<file path="config.mk">
export PLATFORM = sky130hd
export DESIGN_NAME = moxie_wb_arbiter
export DESIGN_NICKNAME = d
export VERILOG_FILES = /design/src/rtl/moxie_wb_arbiter.sv
export SDC_FILE = /design/constraint.sdc
export NUM_CORES = 1
export LEC_CHECK = 0
export ABC_AREA = 1
export BUFFER_PORTS_ARGS = -buffer_cell sky130_fd_sc_hd__buf_4
export CAP_MARGIN = 10
export CORE_AREA = 2 2 124 126
export DETAILED_ROUTE_END_ITERATION = 16
export DIE_AREA = 0 0 126 128
export PLACE_DENSITY = 0.51
export SETUP_SLACK_MARGIN = 0.05
export SLEW_MARGIN = 20
export SYNTH_ARGS = -nofsm -noshare
export SYNTH_HDL_FRONTEND = slang
export SYNTH_SLANG_ARGS = --single-unit
</file>
<file path="constraint.sdc">
create_clock -name clk_i -period 4.1 [get_ports clk_i]
set_input_delay 0.41 -clock clk_i [delete_from_list [all_inputs] [get_ports clk_i]]
set_output_delay 0.41 -clock clk_i [all_outputs]
set_load 0.02 [all_outputs]
</file>
<file path="src/rtl/moxie_wb_arbiter.sv">
// Two-master Wishbone arbiter for the moxie core: instruction and data ports
// share one slave bus with round-robin tie-breaking and an ack watchdog.
module moxie_wb_arbiter #(
   parameter int unsigned TIMEOUT_W = 8,
   parameter int unsigned TIMEOUT   = 255
) (
   input  logic        clk_i,
   input  logic        rst_i,

   input  logic [31:0] wbm_I_adr_i,
   input  logic [31:0] wbm_I_dat_i,
   input  logic [3:0]  wbm_I_sel_i,
   input  logic        wbm_I_we_i,
   input  logic        wbm_I_cyc_i,
   input  logic        wbm_I_stb_i,
   output logic [31:0] wbm_I_dat_o,
   output logic        wbm_I_ack_o,
   output logic        wbm_I_err_o,

   input  logic [31:0] wbm_D_adr_i,
   input  logic [31:0] wbm_D_dat_i,
   input  logic [3:0]  wbm_D_sel_i,
   input  logic        wbm_D_we_i,
   input  logic        wbm_D_cyc_i,
   input  logic        wbm_D_stb_i,
   output logic [31:0] wbm_D_dat_o,
   output logic        wbm_D_ack_o,
   output logic        wbm_D_err_o,

   output logic [31:0] wbs_adr_o,
   output logic [31:0] wbs_dat_o,
   output logic [3:0]  wbs_sel_o,
   output logic        wbs_we_o,
   output logic        wbs_cyc_o,
   output logic        wbs_stb_o,
   input  logic [31:0] wbs_dat_i,
   input  logic        wbs_ack_i
);

   localparam int unsigned AW = 32;
   localparam int unsigned DW = 32;
   localparam int unsigned SW = 4;

   localparam logic LG_I = 1'b0;
   localparam logic LG_D = 1'b1;

   localparam logic [TIMEOUT_W-1:0] WDT_LAST = TIMEOUT_W'(TIMEOUT - 1);

   typedef enum logic [1:0] {
      IDLE    = 2'd0,
      GRANT_I = 2'd1,
      GRANT_D = 2'd2
   } state_t;

   typedef struct packed {
      logic [AW-1:0] adr;
      logic [DW-1:0] dat;
      logic [SW-1:0] sel;
      logic          we;
      logic          cyc;
      logic          stb;
   } wb_req_t;

   state_t               state;
   state_t               state_nxt;
   logic                 last_grant;
   logic                 last_grant_nxt;
   logic [TIMEOUT_W-1:0] wdt;
   logic [TIMEOUT_W-1:0] wdt_nxt;
   logic                 stb_kill;
   logic                 stb_kill_nxt;

   wb_req_t req_i;
   wb_req_t req_d;
   wb_req_t req_sel;
   logic    gnt_i;
   logic    gnt_d;
   logic    timeout_c;

   assign req_i = '{adr: wbm_I_adr_i, dat: wbm_I_dat_i, sel: wbm_I_sel_i,
                    we: wbm_I_we_i, cyc: wbm_I_cyc_i, stb: wbm_I_stb_i};
   assign req_d = '{adr: wbm_D_adr_i, dat: wbm_D_dat_i, sel: wbm_D_sel_i,
                    we: wbm_D_we_i, cyc: wbm_D_cyc_i, stb: wbm_D_stb_i};

   assign gnt_i = (state == GRANT_I);
   assign gnt_d = (state == GRANT_D);

   // Owner's request onto the slave bus; all zero while idle
   always_comb begin
      req_sel = '0;
      case (state)
         GRANT_I: req_sel = req_i;
         GRANT_D: req_sel = req_d;
         default: req_sel = '0;
      endcase
   end

   assign wbs_adr_o = req_sel.adr;
   assign wbs_dat_o = req_sel.dat;
   assign wbs_sel_o = req_sel.sel;
   assign wbs_we_o  = req_sel.we;
   assign wbs_cyc_o = req_sel.cyc;
   assign wbs_stb_o = req_sel.stb & ~stb_kill;

   // Ack takes priority over a coinciding timeout
   assign timeout_c = wbs_stb_o & ~wbs_ack_i & (wdt == WDT_LAST);

   assign wbm_I_dat_o = gnt_i ? wbs_dat_i : '0;
   assign wbm_D_dat_o = gnt_d ? wbs_dat_i : '0;
   assign wbm_I_ack_o = gnt_i & wbs_ack_i & wbs_stb_o;
   assign wbm_D_ack_o = gnt_d & wbs_ack_i & wbs_stb_o;
   assign wbm_I_err_o = gnt_i & timeout_c;
   assign wbm_D_err_o = gnt_d & timeout_c;

   // Arbitration: grant held for the owner's whole cyc, ties alternate
   always_comb begin
      state_nxt      = state;
      last_grant_nxt = last_grant;
      case (state)
         IDLE: begin
            if (wbm_D_cyc_i && (!wbm_I_cyc_i || (last_grant == LG_I))) begin
               state_nxt      = GRANT_D;
               last_grant_nxt = LG_D;
            end else if (wbm_I_cyc_i) begin
               state_nxt      = GRANT_I;
               last_grant_nxt = LG_I;
            end
         end
         GRANT_I: begin
            if (!wbm_I_cyc_i) state_nxt = IDLE;
         end
         GRANT_D: begin
            if (!wbm_D_cyc_i) state_nxt = IDLE;
         end
         default: state_nxt = IDLE;
      endcase
   end

   // Watchdog and strobe kill; kill holds until the owner retracts its strobe
   always_comb begin
      wdt_nxt      = wdt + TIMEOUT_W'(1);
      stb_kill_nxt = stb_kill;
      if (!wbs_stb_o || wbs_ack_i || timeout_c) wdt_nxt = '0;
      if (timeout_c) begin
         stb_kill_nxt = 1'b1;
      end else if (!(req_sel.cyc && req_sel.stb)) begin
         stb_kill_nxt = 1'b0;
      end
   end

   always_ff @(posedge clk_i or negedge rst_i) begin
      if (!rst_i) begin
         state      <= IDLE;
         last_grant <= LG_I;
         wdt        <= '0;
         stb_kill   <= 1'b0;
      end else begin
         state      <= state_nxt;
         last_grant <= last_grant_nxt;
         wdt        <= wdt_nxt;
         stb_kill   <= stb_kill_nxt;
      end
   end

endmodule

</file>
* After elaboration in Yosys (flattened, before gate mapping)
Cells that the tools add are included.
** Storage, ports and cells
- Flip-flop bits (word level) :: 12
- Output and inout port bits :: 139
** Operators by class
- $add $sub $neg :: 1
- Equal/unequal tests :: 7
- Multiplexer cells :: 13
- Bitwise logic cells :: 12
- Reductions and logical operators :: 11
** Operators with widths (count)
- $pmux W71 S2 :: 1
- $mux W32 :: 2
- $and A1 B1 Y1 :: 9
- $add A8 B1 Y8 const B :: 1
- $eq A8 B8 Y1 const B :: 1
- $mux W2 :: 4
- $mux W8 :: 1
- $ne A2 B2 Y1 const B :: 3
- $pmux W2 S3 :: 1
- $mux W1 :: 4
- $logic_or A1 B1 Y1 :: 3
- $ne A3 B3 Y1 const B :: 1
- $not A1 Y1 :: 3
- $reduce_and A3 Y1 :: 1
- $eq A2 B1 Y1 const B :: 1
- $eq A2 B2 Y1 const B :: 1
- $logic_and A1 B1 Y1 :: 2
- $logic_not A1 Y1 :: 2
- $logic_not A2 Y1 :: 1
- $reduce_and A2 Y1 :: 1
- $reduce_bool A2 Y1 :: 1

* Logic depth before layout (Yosys ltp)
Gate-level depths: netlist of the first run.
- Depth in word-level cells :: 7
- Depth in mapped cells :: 8

* Worst setup path before layout of the first run
OpenSTA, ideal clock, no wires.
- Kind :: flip-flop to output port
- From :: reg state[0]
- To :: out wbs_adr_o[10]
- Arrival :: 1.428 ns
- Required time :: 3.690 ns
- Path slack :: 2.262 ns
- Stages on the path, launching flop included :: 7
- Path buffers :: 2
- Cell sequence :: dfrtp_1 -> inv_1 -> ha_1 -> buf_2 -> buf_2 -> nand2_1 -> a21oi_1
** Between the ends
- Longest elaborated chain between the ends :: 2
- Elaborated cells between the ends (all ways) :: 3
- Classes of those cells :: eq/ne: 2; mux: 1
** Ends and longest elaborated chain
- start: declaration :: line 64 : state_t state;
- start signal: assignment :: line 158 : state <= state_nxt;
- $eq A2 B2 Y1 / $eq A2 B1 Y1 (equally long branches) :: line 91 : case (state)
- $pmux W71 S2 * :: line 91
- end: declaration :: line 30 : output logic [31:0] wbs_adr_o,
Every way passes the cells marked *; elsewhere a longest branch is shown, timed or not.

* Worst setup path in the final report of the first run
- From :: reg state[0]
- To :: out wbs_sel_o[0]
** Between the ends
- Longest elaborated chain between the ends :: 2
- Elaborated cells between the ends (all ways) :: 3
- Classes of those cells :: eq/ne: 2; mux: 1
** Ends and longest elaborated chain
- $eq A2 B2 Y1 / $eq A2 B1 Y1 (equally long branches) :: line 91
- $pmux W71 S2 * :: line 91
- end: declaration :: line 32 : output logic [3:0] wbs_sel_o,
Marks and branches as above.

==> flow_metrics.py, run 1 <==
metrics = {
    "worst_setup_path": {
        "crit_type": "flip-flop to primary output",
        "endpoint_kind": "primary output",
        "critPathMaxFanout": 48,
        "worstPathCellList": "inv_1 > ha_4 > buf_4 > nand2_1 > a21oi_1 > buf_4",
        "worstPathArrival_ns": 2.27,
        "cp_common_cell": "sky130_fd_sc_hd__buf_4",
        "cp_slowest_cell": "sky130_fd_sc_hd__ha_4",
        "worst_path_max_stage_delay_ns": 0.52,
        "timing.critical_path.required_ns": 3.69,
        "worst_setup_path_start_kind": "flip-flop",
    },
    "floorplanning": {
        "core_region_area_mm2": 0.0149,
        "boundaryPins": 316,
        "die_area_mm2": 0.0161,
        "initial_utilization": 0.149,
        "rows": 45,
        "die_width_um": 126,
        "die_h_um": 128,
    },
    "synth": {
        "syn_area_per_cell_um2": 4.79,
        "synth.top_cells.by_area": "sky130_fd_sc_hd__nand2_1 39%, sky130_fd_sc_hd__a21oi_1 16%, sky130_fd_sc_hd__dfrtp_1 14%",
        "synth_top_area_frac": 0.388,
        "yosysUniqueCellTypes": 20,
        "syn_inst": 462,
        "synth_sequential_area_ratio": 0.136,
        "syn-num-nets": 644,
        "syn_area_mm2": 0.00221,
        "ys_ff_latch": 12,
        "synth-warning-count": 0,
        "synth.largest_area_cell": "sky130_fd_sc_hd__nand2_1",
    },
    "sta": {
        "fmax_mhz": 373,
        "unrepaired_setup_endpoints_after_global_routing": "false",
        "final_critical_path_setup_slack_ns": 1.42,
        "post-route-period-util": 0.654,
        "time_the_worst_path_needs_with_i_o_delays_and_setup_ns": 2.68,
        "worst_clock_skew_ns": 0.00295,
        "maxSlewViolCount": 0,
        "worst_slew_margin_rel": 0.590,
        "max_slew.worst_pin.slew_ns": 0.615,
        "fin_tns_setup_ns": 0,
        "finalSetupViolCount": 0,
        "report.final.hold_viol_count": 0,
    },
    "grt": {
        "maximum_number_of_pins_on_one_net_before_global_route_repair": 55,
        "grt_pass1_wl_um": 17800,
        "gr-usage-all-layers": 0.134,
        "grt.overflow.total": 0,
        "number_of_antenna_violations_at_the_first_check_in_global_routing": 0,
        "grt_pass1_vias": 3408,
    },
    "place": {
        "io_buffers": 315,
        "hpwl_um": 10100,
        "routabilityCongestion": 0.777,
        "preCtsSetupSlack_ns": 1.67,
    },
    "clock_tree": {
        "cts_sinks": 12,
        "cts-buffers-inserted": 3,
        "ctsLongestPathBuffers": 2,
        "post_cts.resized_instances": 0,
        "cts.root.buffer_cell": "sky130_fd_sc_hd__clkbuf_16",
        "clock_latency_ns": 0.24,
        "cts_tree": "built",
        "ctsHtreeMaxLevel": 1,
        "post_cts_buffers": 0,
        "number_of_hold_buffers_added_after_cts": 0,
        "clk_pin_slew_ns": 0.05,
    },
    "flow_run": {
        "drv.max_cap_violation_count": 0,
    },
    "routing": {
        "detail_route.iter0.violations": 117,
        "antenna_violating_nets_post_route": 0,
        "wire_per_inst_um": 13.1,
        "post-route-drc-count": 0,
        "detailroute.via_count": 3653,
        "vias_per_cell": 3.87,
        "finalWirelength_um": 12300,
        "drt-pass1-iter-count": 4,
    },
    "cells_and_area": {
        "nets": 939,
        "diodes": 0,
        "num-fill-cells": 1681,
        "drive_above_1_share": 0.437,
        "flow.area_growth_from_synthesis_pct": 118,
    },
    "status": {
        "status": "complete, no violations",
    },
    "power": {
        "vdd.ir_drop.worst_uv": 271,
        "p_leak_nw": 2.90,
        "power_per_cell_area_mw_per_mm2": 552,
    },
    "min_path": {
        "hold_class": "input pin to asynchronous set/reset pin",
    },
}
-- cell usage in the layout, fill, tap and decap left out, drive strengths merged --
master	n
nor2	17
nor3	2
xor2	2
o21ai	2
dfrtp	12
inv	81
nand3	6
xnor2	1
nand2	231
nand4	1
a21oi	71
nand3b	1
buf	319
clkbuf	4
ha	5
o21bai	1
-- layer usage --
metal | global-route usage | vias to the layer above | share of wire
met5 | 0 | - | 0
met4 | 0.00905 | 0 | 0.0039
met3 | 0.0284 | 6 | 0.071
met2 | 0.244 | 153 | 0.51
met1 | 0.169 | 1540 | 0.42
li1 | - | 1954 | -
-- registers in the layout, indices dropped and copies added, names as in the netlist --
name and cells:
wdt 8, stb_kill 1, state 2, last_grant 1
-- where the power goes --
part	total, mW	internal [mW]	switching [mW]
Clock	0.199	0.147	0.0514
Sequential	0.151	0.135	0.0161
Combinational	2.32	0.854	1.46
-- path summary, 6_finish.rpt --
path | slack [ns] | startpoint | to | cells after the start
min in group clk_i | 0.50 | wbs_ack_i | stb_kill$_DFFE_PN0P_ | 4
hold / removal | 0.003 | rst_i | wdt[1]$_DFF_PN0_ | 1
setup / recovery | 1.42 | state[0]$_DFFE_PN0P_ | wbs_sel_o[0] | 6
max in group asynchronous | 3.94 | rst_i | last_grant$_DFFE_PN0P_ | 1
hold reg to reg | 0.51 | stb_kill$_DFFE_PN0P_ | stb_kill$_DFFE_PN0P_ | 2
setup reg to reg | 2.16 | state[1]$_DFFE_PN0P_ | stb_kill$_DFFE_PN0P_ | 9
-- area by class of cell --
class,instances,area [µm²],area share
inverter,81,304,0.0630
clock buffer,4,88.8,0.0184
sequential,12,300,0.0622
tap,188,235,0.0487
timing repair buffer,319,2420,0.501
multi-input combinational,340,1480,0.307
-- cell families after synthesis --
group | share of synthesized area
AOI/OAI and AO/OA | 0.168
xor gates and xnor gates | 0.0119
adders and majority gates | 0.0283
buffers and inverters | 0.206
DFF | 0.136
and+or+nand+nor | 0.449
-- worst max-delay path: cells and delay by family (launching register included) --
family / cells / cell delay (ns)
AOI/OAI and AO/OA: 1 / 0.25
adders and majority gates: 1 / 0.52
buffers and inverters: 3 / 0.75
DFF: 1 / 0.41
and+or+nand+nor: 1 / 0.09
-- cell usage after synthesis, drive strengths merged --
cell type and number:
nand2 231, dfrtp 12, nor2 17, xor2 2
nand3b 1, nand3 6, a21oi 71, clkbuf 10
buf 19, o21bai 1, nor3 2, ha 5
xnor2 1, nand4 1, inv 81, o21ai 2
-- through the flow --
step | hold WS, ns | total power, mW | cells | util | area [µm²]
after floorplan | 0.114 | 1.51 | 462 | - | 2210
after global placement | 0.259 | 2.51 | 940 | 0.319 | 4740
after detailed placement | 0.261 | 2.50 | 940 | 0.319 | 4740
after CTS | 0.00873 | 2.70 | 944 | 0.325 | 4830
after global routing | 0.0118 | 2.88 | 944 | 0.325 | 4830
final | 0.00289 | 2.66 | 944 | 0.325 | 4830
No activity file was read; power rests on OpenSTA's default activity.
==> run 2: changes to the inputs <==
==> constraint.sdc (replaced) <==
create_clock -name clk_i -period 2.47 [get_ports clk_i]
set_input_delay 0.247 -clock clk_i [delete_from_list [all_inputs] [get_ports clk_i]]
set_output_delay 0.247 -clock clk_i [all_outputs]
set_load 0.02 [all_outputs]
==> run 2 against run 1 <==
Die area did not move. Sequential share of layout area fell by 0.092 points. Register-to-register slack got worse by 1.4 ns. Combinational power rose by 69%. Clock-buffer cell count did not move. Clock skew fell by 0.0016 ns. Critical path depth rose by 2. Hold slack improved by 0.32 ns. Total power rose by 69%. Sequential cell count did not move. Setup slack got worse by 1.1 ns. Critical endpoint is now wbs_cyc_o. Largest cell class unchanged. Largest power group unchanged.
==> flow_metrics.py, run 2 (synthesis results as in run 1) <==
metrics = {
    "floorplanning": {
        "die_width_um": 126,
        "rows": 45,
        "core_region_area_mm2": 0.0149,
        "boundaryPins": 316,
        "die_area_mm2": 0.0161,
        "initial_utilization": 0.149,
        "die_h_um": 128,
    },
    "grt": {
        "grt_pass1_vias": 3493,
        "number_of_antenna_violations_at_the_first_check_in_global_routing": 0,
        "maximum_number_of_pins_on_one_net_before_global_route_repair": 44,
        "grt_pass1_wl_um": 18400,
        "grt.overflow.total": 0,
        "gr-usage-all-layers": 0.139,
    },
    "clock_tree": {
        "cts_tree": "built",
        "clock_latency_ns": 0.24,
        "ctsHtreeMaxLevel": 1,
        "post_cts.resized_instances": 0,
        "cts.root.buffer_cell": "sky130_fd_sc_hd__clkbuf_16",
        "cts_sinks": 12,
        "cts-buffers-inserted": 3,
        "clk_pin_slew_ns": 0.04,
        "ctsLongestPathBuffers": 2,
    },
    "sta": {
        "timing.hold.ws_ns": 0.328,
        "finalSetupViolCount": 0,
        "fmax_mhz": 465,
        "final_critical_path_setup_slack_ns": 0.319,
        "unrepaired_setup_endpoints_after_global_routing": "false",
        "fin_tns_setup_ns": 0,
        "time_the_worst_path_needs_with_i_o_delays_and_setup_ns": 2.15,
        "max_slew.worst_pin.slew_ns": 0.336,
        "worst_slew_margin_rel": 0.776,
        "worst_clock_skew_ns": 0.00139,
        "report.final.hold_viol_count": 0,
        "maxSlewViolCount": 0,
        "post-route-period-util": 0.871,
    },
    "cells_and_area": {
        "max_flop_register": "wdt",
        "diodes": 0,
        "flip_flop_count_of_the_largest_register_after_layout": 8,
        "layout.cells.most_common_list": "320 x sky130_fd_sc_hd__buf_4, 229 x sky130_fd_sc_hd__nand2_1, 80 x sky130_fd_sc_hd__inv_1, 71 x sky130_fd_sc_hd__a21oi_1, 15 x sky130_fd_sc_hd__nor2_1",
        "nets": 945,
        "top_regs": "wdt (8), state (2)",
        "most_common_cell_after_layout_fill_and_taps_aside": "sky130_fd_sc_hd__buf_4",
        "flow.area_growth_from_synthesis_pct": 121,
        "final_core_utilization": 0.330,
        "drive_above_1_share": 0.440,
    },
    "place": {
        "hpwl_um": 10300,
        "routabilityCongestion": 0.773,
        "preCtsSetupSlack_ns": 0.538,
        "io_buffers": 315,
    },
    "routing": {
        "finalWirelength_um": 12500,
        "post-route-drc-count": 0,
        "detailroute.via_count": 3703,
        "antenna_violating_nets_post_route": 0,
        "wire_per_inst_um": 13.2,
        "drt-pass1-iter-count": 4,
        "detail_route.iter0.violations": 93,
        "vias_per_cell": 3.90,
    },
    "worst_setup_path": {
        "critPathMaxFanout": 43,
        "crit_type": "flip-flop to primary output",
        "worst_setup_path_start_kind": "flip-flop",
        "timing.critical_path.required_ns": 2.22,
        "worstPathArrival_ns": 1.90,
        "endpoint_kind": "primary output",
    },
    "status": {
        "status": "complete, no violations",
    },
    "power": {
        "power_per_cell_area_mw_per_mm2": 920,
        "p_leak_nw": 2.94,
        "post-layout-total-power_mw": 4.51,
        "vdd.ir_drop.worst_uv": 426,
    },
    "flow_run": {
        "drv.max_cap_violation_count": 0,
    },
    "min_path": {
        "hold_class": "input pin to flip-flop",
    },
}
[run 2: routing by layer]
metal | vias up | part of all wire | global-route usage
li1 | 1965 | - | -
met1 | 1573 | 0.42 | 0.179
met2 | 160 | 0.51 | 0.247
met3 | 5 | 0.069 | 0.0238
met4 | 0 | 0.0066 | 0.0213
met5 | - | 0 | 0
[run 2: cell type report]
class | count | area (µm²)
multi-input combinational | 340 | 1480
timing repair buffer | 325 | 2490
tap | 188 | 235
fill | 1723 | 9960
clock buffer | 4 | 88.8
sequential | 12 | 300
inverter | 81 | 304
[run 2: worst paths after layout]
kind | depth (start not counted) | slack (ns) | to | start
setup / recovery | 8 | 0.32 | wbs_cyc_o | state[1]$_DFFE_PN0P_
hold / removal | 4 | 0.33 | stb_kill$_DFFE_PN0P_ | wbs_ack_i
setup reg to reg | 9 | 0.76 | stb_kill$_DFFE_PN0P_ | state[1]$_DFFE_PN0P_
hold reg to reg | 2 | 0.51 | stb_kill$_DFFE_PN0P_ | stb_kill$_DFFE_PN0P_
max in group asynchronous | 2 | 1.94 | wdt[2]$_DFF_PN0_ | rst_i
min in group asynchronous | 2 | 0.37 | wdt[6]$_DFF_PN0_ | rst_i
[run 2: timing repair]
| action | in CTS | in global routing |
|---|---|---|
| endpoints found under the hold margin | 12 | 0 |
| buffers inserted | 0 | 0 |
| hold buffers | 1 | 0 |
[run 2: metrics by stage]
stage          cell area [µm²]  cells
3_5_place_dp              4800    945
4_1_cts                   4900    950
2_1_floorplan             2210    462
3_3_place_gp              4800    945
5_1_grt                   4900    950
6_report                  4900    950
[run 2: worst max-delay path, stage by stage (launching register included)]
cell and delay [ns]:
sky130_fd_sc_hd__dfrtp_1 0.41, sky130_fd_sc_hd__inv_1 0.13, sky130_fd_sc_hd__ha_4 0.35, sky130_fd_sc_hd__buf_12 0.25, sky130_fd_sc_hd__nand2_1 0.08, sky130_fd_sc_hd__nand2_1 0.06
sky130_fd_sc_hd__inv_1 0.07, sky130_fd_sc_hd__nor2_1 0.13, sky130_fd_sc_hd__buf_4 0.16
[run 2: power by group]
group,internal (mW),switching (mW),total [mW]
Combinational,1.50,2.43,3.93
Clock,0.244,0.0855,0.330
Sequential,0.224,0.0264,0.250
